File: src/rtl/multicycle_controller.sv
// Multicycle MIPS-subset control FSM with a retired-instruction counter.
// Optional build macro MC_BNE_EN adds bne (opcode 000101) as a branch.
module multicycle_controller (
  input  logic       Clk,
  input  logic       Reset,
  input  logic [5:0] Opcode,
  input  logic [5:0] Funct,
  input  logic       Zero,
  output logic       PCWrite,
  output logic       IorD,
  output logic       MemRead,
  output logic       MemWrite,
  output logic       IRWrite,
  output logic       MemtoReg,
  output logic       RegDst,
  output logic       RegWrite,
  output logic       ALUSrcA,
  output logic       ShamtSel,
  output logic [1:0] ALUSrcB,
  output logic [1:0] PCSource,
  output logic [3:0] ALUOp,
  output logic [3:0] State,
  output logic [15:0] InstrRetired
);

  localparam logic [3:0] S_FETCH    = 4'd0;
  localparam logic [3:0] S_DECODE   = 4'd1;
  localparam logic [3:0] S_MEMADDR  = 4'd2;
  localparam logic [3:0] S_MEMREAD  = 4'd3;
  localparam logic [3:0] S_MEMWB    = 4'd4;
  localparam logic [3:0] S_MEMWRITE = 4'd5;
  localparam logic [3:0] S_EXEC     = 4'd6;
  localparam logic [3:0] S_RTYPEWB  = 4'd7;
  localparam logic [3:0] S_BRANCH   = 4'd8;
  localparam logic [3:0] S_JUMP     = 4'd9;
  localparam logic [3:0] S_IEXEC    = 4'd10;
  localparam logic [3:0] S_IWB      = 4'd11;

  localparam logic [5:0] OP_RTYPE = 6'b000000;
  localparam logic [5:0] OP_J     = 6'b000010;
  localparam logic [5:0] OP_BEQ   = 6'b000100;
  localparam logic [5:0] OP_BNE   = 6'b000101;
  localparam logic [5:0] OP_ADDI  = 6'b001000;
  localparam logic [5:0] OP_SLTI  = 6'b001010;
  localparam logic [5:0] OP_ANDI  = 6'b001100;
  localparam logic [5:0] OP_ORI   = 6'b001101;
  localparam logic [5:0] OP_LW    = 6'b100011;
  localparam logic [5:0] OP_SW    = 6'b101011;

  localparam logic [3:0] ALU_ADD = 4'd0;
  localparam logic [3:0] ALU_SUB = 4'd1;
  localparam logic [3:0] ALU_AND = 4'd2;
  localparam logic [3:0] ALU_OR  = 4'd3;
  localparam logic [3:0] ALU_SLT = 4'd4;
  localparam logic [3:0] ALU_SLL = 4'd5;
  localparam logic [3:0] ALU_SRL = 4'd6;
  localparam logic [3:0] ALU_NOR = 4'd7;

  // Returns {legal, shamt_select, alu_op} for an R-type funct field.
  function automatic logic [5:0] funct_decode(input logic [5:0] f);
    case (f)
      6'b100000: return {1'b1, 1'b0, ALU_ADD};
      6'b100010: return {1'b1, 1'b0, ALU_SUB};
      6'b100100: return {1'b1, 1'b0, ALU_AND};
      6'b100101: return {1'b1, 1'b0, ALU_OR};
      6'b101010: return {1'b1, 1'b0, ALU_SLT};
      6'b100111: return {1'b1, 1'b0, ALU_NOR};
      6'b000000: return {1'b1, 1'b1, ALU_SLL};
      6'b000010: return {1'b1, 1'b1, ALU_SRL};
      default:   return {1'b0, 1'b0, ALU_ADD};
    endcase
  endfunction

  function automatic logic [3:0] imm_aluop(input logic [5:0] op);
    case (op)
      OP_ANDI: return ALU_AND;
      OP_ORI:  return ALU_OR;
      OP_SLTI: return ALU_SLT;
      default: return ALU_ADD;
    endcase
  endfunction

  logic [3:0]  state_r;
  logic [3:0]  next_state_s;
  logic [15:0] retired_r;
  logic        retire_s;
  logic [5:0]  funct_dec_s;
  logic [3:0]  imm_op_s;
  logic        bne_s;

  assign funct_dec_s = funct_decode(Funct);
  assign imm_op_s    = imm_aluop(Opcode);
`ifdef MC_BNE_EN
  assign bne_s = (Opcode == OP_BNE);
`else
  assign bne_s = 1'b0;
`endif

  assign State        = state_r;
  assign InstrRetired = retired_r;

  // State register; reset abandons any instruction in flight.
  always_ff @(posedge Clk) begin
    if (Reset) begin
      state_r <= S_FETCH;
    end else begin
      state_r <= next_state_s;
    end
  end

  // Retirement counter, bumped on the final cycle of every legal instruction.
  always_ff @(posedge Clk) begin
    if (Reset) begin
      retired_r <= 16'd0;
    end else if (retire_s) begin
      retired_r <= retired_r + 16'd1;
    end else begin
      retired_r <= retired_r;
    end
  end

  // Next-state and retire-qualifier decode.
  always_comb begin
    next_state_s = S_FETCH;
    retire_s     = 1'b0;
    case (state_r)
      S_FETCH:  next_state_s = S_DECODE;
      S_DECODE: begin
        if (Opcode == OP_LW || Opcode == OP_SW) begin
          next_state_s = S_MEMADDR;
        end else if (Opcode == OP_RTYPE) begin
          next_state_s = S_EXEC;
        end else if (Opcode == OP_BEQ || bne_s) begin
          next_state_s = S_BRANCH;
        end else if (Opcode == OP_J) begin
          next_state_s = S_JUMP;
        end else if (Opcode == OP_ADDI || Opcode == OP_ANDI ||
                     Opcode == OP_ORI  || Opcode == OP_SLTI) begin
          next_state_s = S_IEXEC;
        end else begin
          next_state_s = S_FETCH;
        end
      end
      S_MEMADDR: begin
        if (Opcode == OP_LW) begin
          next_state_s = S_MEMREAD;
        end else if (Opcode == OP_SW) begin
          next_state_s = S_MEMWRITE;
        end else begin
          next_state_s = S_FETCH;
        end
      end
      S_MEMREAD: next_state_s = S_MEMWB;
      S_EXEC:    next_state_s = funct_dec_s[5] ? S_RTYPEWB : S_FETCH;
      S_IEXEC:   next_state_s = S_IWB;
      S_MEMWB, S_MEMWRITE, S_RTYPEWB, S_BRANCH, S_JUMP, S_IWB: begin
        next_state_s = S_FETCH;
        retire_s     = 1'b1;
      end
      default: next_state_s = S_FETCH;
    endcase
  end

  // Moore control decode; everything forced low while Reset is held.
  always_comb begin
    PCWrite  = 1'b0;
    IorD     = 1'b0;
    MemRead  = 1'b0;
    MemWrite = 1'b0;
    IRWrite  = 1'b0;
    MemtoReg = 1'b0;
    RegDst   = 1'b0;
    RegWrite = 1'b0;
    ALUSrcA  = 1'b0;
    ShamtSel = 1'b0;
    ALUSrcB  = 2'b00;
    PCSource = 2'b00;
    ALUOp    = ALU_ADD;
    if (Reset) begin
      PCWrite = 1'b0;
    end else begin
      case (state_r)
        S_FETCH: begin
          MemRead = 1'b1;
          IRWrite = 1'b1;
          ALUSrcB = 2'b01;
          PCWrite = 1'b1;
        end
        S_DECODE:  ALUSrcB = 2'b11;
        S_MEMADDR: begin
          ALUSrcA = 1'b1;
          ALUSrcB = 2'b10;
        end
        S_MEMREAD: begin
          IorD    = 1'b1;
          MemRead = 1'b1;
        end
        S_MEMWB: begin
          RegWrite = 1'b1;
          MemtoReg = 1'b1;
        end
        S_MEMWRITE: begin
          IorD     = 1'b1;
          MemWrite = 1'b1;
        end
        S_EXEC, S_RTYPEWB: begin
          ALUSrcA  = 1'b1;
          ShamtSel = funct_dec_s[4];
          ALUOp    = funct_dec_s[3:0];
          RegWrite = (state_r == S_RTYPEWB);
          RegDst   = (state_r == S_RTYPEWB);
        end
        S_BRANCH: begin
          ALUSrcA  = 1'b1;
          ALUOp    = ALU_SUB;
          PCSource = 2'b01;
          PCWrite  = bne_s ? ~Zero : Zero;
        end
        S_JUMP: begin
          PCSource = 2'b10;
          PCWrite  = 1'b1;
        end
        S_IEXEC, S_IWB: begin
          ALUSrcA  = 1'b1;
          ALUSrcB  = 2'b10;
          ALUOp    = imm_op_s;
          RegWrite = (state_r == S_IWB);
        end
        default: PCWrite = 1'b0;
      endcase
    end
  end

endmodule

File: config.mk
export PLATFORM = sky130hd
export DESIGN_NAME = multicycle_controller
export DESIGN_NICKNAME = d
export VERILOG_FILES = /design/src/rtl/multicycle_controller.sv
export SDC_FILE = /design/constraint.sdc
export NUM_CORES = 1
export LEC_CHECK = 0
export ABC_AREA = 1
export CORE_UTILIZATION = 42
export DETAILED_ROUTE_END_ITERATION = 12
export PLACE_DENSITY = 0.81
export SLEW_MARGIN = 25
export SYNTH_ARGS = -nofsm -noshare
export SYNTH_HDL_FRONTEND = slang
export SYNTH_SLANG_ARGS = --single-unit
export TNS_END_PERCENT = 20
File: constraint.sdc
create_clock -name Clk -period 2.2 [get_ports Clk]
set_input_delay 0.55 -clock Clk [delete_from_list [all_inputs] [get_ports Clk]]
set_output_delay 0.55 -clock Clk [all_outputs]
set_load 0.05 [all_outputs]
Yosys cells after proc, flatten, opt, wreduce, memory -nomap -nowiden
Index checks and enable logic that the tools add are counted.

Register bits after elaboration: 20. Input port bits: 15. Word-level logic and storage cells: 82.

$add $sub $neg: 1. Equality and inequality tests: 26. Multiplexer cells: 38. Reduce and logical (&&, ||, !) cells: 15.

Operators with widths (count): 6-bit equality test (second input constant) (8); 6-bit one-hot mux with 8 select lines (1); 6-bit by 4-bit equality test with 1-bit output (second input constant) (4); 4-bit 2-to-1 mux (6); 4-bit one-hot mux with 6 select lines (1); 1-bit 2-to-1 mux (19); 16-bit by 1-bit adder with 16-bit output (second input constant) (1); 4-bit by 3-bit equality test with 1-bit output (second input constant) (4); 4-bit equality test (second input constant) (4); 6-bit by 2-bit equality test with 1-bit output (second input constant) (2); 6-bit zero test (2); 4-bit one-hot mux with 3 select lines (1); 6-bit OR reduction (2); 2-bit OR reduction (5); 3-bit 2-to-1 mux (3); 3-bit one-hot mux with 3 select lines (1); 4-bit by 2-bit equality test with 1-bit output (second input constant) (2); 6-bit by 3-bit equality test with 1-bit output (second input constant) (1); 2-bit one-hot mux with 3 select lines (1); 4-bit by 1-bit equality test with 1-bit output (second input constant) (1); 4-bit zero test (1); 1-bit logical OR (4); 2-bit 2-to-1 mux (2); 2-bit one-hot mux with 2 select lines (1); 3 further kinds (3).

Logic depth before layout (Yosys ltp)
Depth in word-level cells: 10. Mapped depth: 11. Gate-level depth less buffers: 11.

Worst setup path after synthesis
OpenSTA, ideal clock, no wires.

Path kind: register to output. From: register state_r[1], in the netlist State[1]. To: output port RegDst. Arrival: 2055 ps. Data required time: 1650 ps. Path slack: -405 ps. Cell stages (with the launch flop): 4. Cells stage by stage: dfxtp_1 buf_2 nand2_1 nor3_1.

Cells in the longest elaborated chain, start to end: 4. Elaborated cells between the ends (all ways): 5. Classes of those cells: eq/ne: 2; mux: 2; reduce/logical: 1.

Ends and longest elaborated chain: from (decl) (line 83) `logic [3:0] state_r;`; from (signal assigned) (line 107) `state_r <= next_state_s;`; 4-bit by 3-bit equality test with 1-bit output, on equally long branches (line 182, 211); 2-bit OR reduction (line 182) `case (state_r)`; 1-bit 2-to-1 mux * (line 182); 1-bit 2-to-1 mux * (line 179) `if (Reset) begin`; to (decl) (line 15) `output logic RegDst,`.

Mark *: on every way between the ends. The rest lies on a longest branch, timed or not.

Worst setup path in the final report
From: input port Funct[2]. To: output port ALUOp[1].

Cells in the longest elaborated chain, start to end: 4. Elaborated cells between the ends (all ways): 11. Classes of those cells: eq/ne: 7; mux: 3; reduce/logical: 1.

Ends and longest elaborated chain: from (decl) (line 7) `input logic [5:0] Funct,`; 6-bit by 2-bit equality test with 1-bit output, or another cell as far along (line 61) `case (f)`; 6-bit one-hot mux with 8 select lines * (line 61); 4-bit one-hot mux with 3 select lines * (line 182); 4-bit 2-to-1 mux * (line 179); to (decl) (line 21) `output logic [3:0] ALUOp,`.

Marked as above.

==> out/results.tsv <==
stage	metric	value	unit
floorplanning	die height	63.70	um
job	Max-cap violations	0	
cells_and_area	synthesis-to-layout area growth	63.22	%
synth	synth unique cells	33	
routing	routed len/inst	12.44	um
timing	post-layout min period	2189	ps
grt	initial antenna violation count	0	
floorplanning	Core Rows	22	
floorplanning	I/O pin count	53	
routing	vias	2036	
pwr	clock share of power	0.328	
synth	number of synthesis warnings	0	
grt	first-pass GRT wire length	8.280	mm
timing	normalized max-slew margin	0.6583	
floorplanning	Initial Util	0.4368	
place	HPWL Detailed	3.543	mm
grt	gr usage total	0.2584	
outcome	run status	complete, no violations	
pwr	Reg power frac	0.416	
pwr	leakage power	1.119	nW
timing	final hold slack	510.3	ps
critical_path	Worst path max stage delay	240	ps
clock_network	CTS tree	built	
timing	Slew Limit Fails	0	
critical_path	FF-to-FF End	InstrRetired[7]	
critical_path	element type at the critical path end	output port	
place	routability cong.	0.9120	
routing	Routed Antenna Nets	0	
pwr	Sw Share	0.3052	
grt	largest net degree at the start of global routing	14	
pwr	VDD IR max	0.0002100	V
critical_path	CP Cell Sequence	clkdlybuf4s15_2 -> inv_1 -> nor2_1 -> nand3_4 -> a31oi_4 -> o21a_1 -> buf_12	
clock_network	latest clock arrival within the worst-skew pair	270	ps
critical_path	worst r2r src	State[3]	
routing	initial DRC count	97	
critical_path	path depth of the worst reg2reg path	9	
cells_and_area	layout cells sized above 1	0.2693	
synth	Post-Syn Area per Cell	5.650	um2
clock_network	Root Driver	clkbuf_8	
cells_and_area	antenna cells	0	
grt	vias in the first global route	2031	
pwr	internal power	0.0006176	W
timing	Fin. Hold Viols	0	
clock_network	TritonCTS Buffers	3	
critical_path	worst-path maximum fanout	5	
synth	Mapped Area	0.001599	mm2
floorplanning	die width	63.70	um
synth	Synth Net Count	299	
synth	register area share after synthesis	0.2504	
place	Placed Cells	389	
clock_network	Max clock buf depth	2	
place	Port Buffers	51	
synth	ys async rst share	0	
critical_path	CP Launch Type	primary input	
critical_path	reg-to-reg slack, setup	670	ps
worst_hold_path	Worst Hold End	InstrRetired[15]	
floorplanning	die area	0.004058	mm2
timing	final setup fails	0	
routing	Routed WL	4.937	mm
clock_network	total clock sinks	20	
pwr	net switching power	0.0002712	W
routing	1st-pass router iterations	4	
synth	Synth Instances	283	
worst_hold_path	Hold Crit Start	InstrRetired[15]	
synth	Seq cells post-synth	20	
timing	setup tns final	0	ps
timing	fin crit share	0.9951	
cells_and_area	NumNets Final	366	
worst_hold_path	min-delay worst type	reg2reg	
worst_hold_path	WHS Path Cells	2	
synth	Top FF cell, synth	dfxtp_1	
critical_path	Crit path arrival time	1640	ps
grt	gr ovfl total	0	
critical_path	Worst path slowest cell	clkdlybuf4s15_2	
routing	DR vias/cell	5.128	
timing	worst slew pin tran	511.0	ps
routing	DRC viols	0	
cells_and_area	Multi-input gate area	0.001127	mm2
pwr	Comb power frac	0.256	
cells_and_area	# fillers	286	
pwr	ratio of total power to cell area	340.6	mW/mm2
timing	clk_skew	4.660	ps
timing	achievable clock frequency	456.8	MHz
cells_and_area	Layout Cells excl Fill	397	
clock_network	H-tree depth	1	
critical_path	worst endpoint required time	1650	ps
floorplanning	Core Region	0.003661	mm2
synth	Post-synth EDFFs	0	
cells_and_area	Reg area	404.1	um2
clock_network	CTS clock-pin slew for the worst setup and hold paths	80	ps
critical_path	Crit Path Class	in2out	
timing	RSZ-0062 raised after global routing	yes	
## placed cells by master, fill, tap and decap left out, types with 2 or more instances in the layout
| cell type | count |
|---|---|
| buf_4 | 18 |
| nor2_1 | 34 |
| dfxtp_1 | 17 |
| nand4_1 | 3 |
| buf_12 | 17 |
| o21ai_0 | 6 |
| nor3_2 | 2 |
| o21a_1 | 2 |
| clkdlybuf4s50_1 | 20 |
| clkdlybuf4s15_2 | 2 |
| nor3b_2 | 2 |
| nor2_2 | 12 |
| dlygate4sd2_1 | 7 |
| o21bai_1 | 2 |
| dfxtp_2 | 3 |
| a21oi_1 | 18 |
| nand3_2 | 4 |
| o21ai_1 | 3 |
| nor2_4 | 5 |
| nand3_1 | 20 |
| inv_2 | 5 |
| nand2_2 | 9 |
| clkbuf_2 | 2 |
| nand2_1 | 71 |
| clkbuf_8 | 4 |
| inv_1 | 38 |
| nor3_1 | 7 |
## timing repair
action                     4_1_cts  5_1_grt
resized for setup               36       28
hold buffers                     0        0
setup buffers                    4        0
pin swaps                       14       11
setup endpoints to repair       16        8
## power groups by stage
stage | Sequential, W | Clock (W) | Combinational [W]
3_5_place_dp | 0.000378 | 0 | 0.000211
6_report | 0.000370 | 0.000291 | 0.000228
2_1_floorplan | 0.000388 | 0 | 0.0000981
3_3_place_gp | 0.000378 | 0 | 0.000210
5_1_grt | 0.000371 | 0.000321 | 0.000244
4_1_cts | 0.000369 | 0.000296 | 0.000217
## metal layers
metal | wire (um) | GRT usage | up-vias
met3 | 261 | 0.05616 | 15
met5 | 0 | 0 | -
met1 | 1933 | 0.2557 | 903
met2 | 2569 | 0.4854 | 86
met4 | 172 | 0.1506 | 0
li1 | - | - | 1032
## cells by family after synthesis
family	count (synthesis)	synth area share
flops	20	0.2504
xor+xnor	1	0.005478
fa+ha+maj	1	0.007823
other cells	1	0.002345
compound gates	38	0.1362
simple gates	171	0.4687
buf+inv	51	0.1291
## worst max path at each step
stage,start,endpoint,cells after the start
detailed placement,Funct[5],ALUOp[2],8
finish,Funct[2],ALUOp[1],7
global placement,Funct[5],ALUOp[2],8
floorplan,State[1],IorD,5
global route,Opcode[1],ALUOp[0],8
CTS,State[1],ALUOp[1],5
## through the flow
step / setup WS [ps] / total power [W] / area [um2] / utilization
after floorplan: -267.1 / 0.0004858 / 1618 / -
after global placement: -306.6 / 0.0005871 / 2422 / 0.6617
after detailed placement: -353.8 / 0.0005888 / 2422 / 0.6617
after CTS: -9.694 / 0.0008818 / 2544 / 0.6948
after global routing: -47.88 / 0.0009361 / 2610 / 0.7129
final: 10.69 / 0.0008889 / 2610 / 0.7129
## sequential cells by signal, summed over array words and instances (netlist names)
signal and flops:
InstrRetired 16, State 4
## Yosys cell counts, types with 2 or more instances
master	number	area, um2
nor2_1	48	180.2
clkbuf_1	4	15.01
nand2_2	6	37.54
nor2_2	2	12.51
inv_1	42	157.7
o21ai_0	7	35.03
nand3_1	24	120.1
o21bai_1	2	15.01
nand4_1	3	18.77
dfxtp_1	20	400.4
a31oi_1	3	18.77
nand2_1	74	277.8
nor3b_2	2	25.02
o21a_1	2	15.01
o21ai_1	2	10.01
a21oi_1	18	90.09
nor3_1	8	40.04
## area by class of cell
class | instances | area share
Multi-Input combinational cell | 212 | 0.4319
Clock buffer | 4 | 0.02109
Tap cell | 48 | 0.02301
Timing Repair Buffer | 69 | 0.3049
Inverter | 44 | 0.06424
Sequential cell | 20 | 0.1548
## worst max-delay path, delay by kind of cell
kind | cells | cell delay, ps
AOI/OAI and AO/OA | 2 | 360
and+or+nand+nor | 2 | 290
buffers and inverters | 3 | 440
No activity file was read; power rests on OpenSTA's default activity.
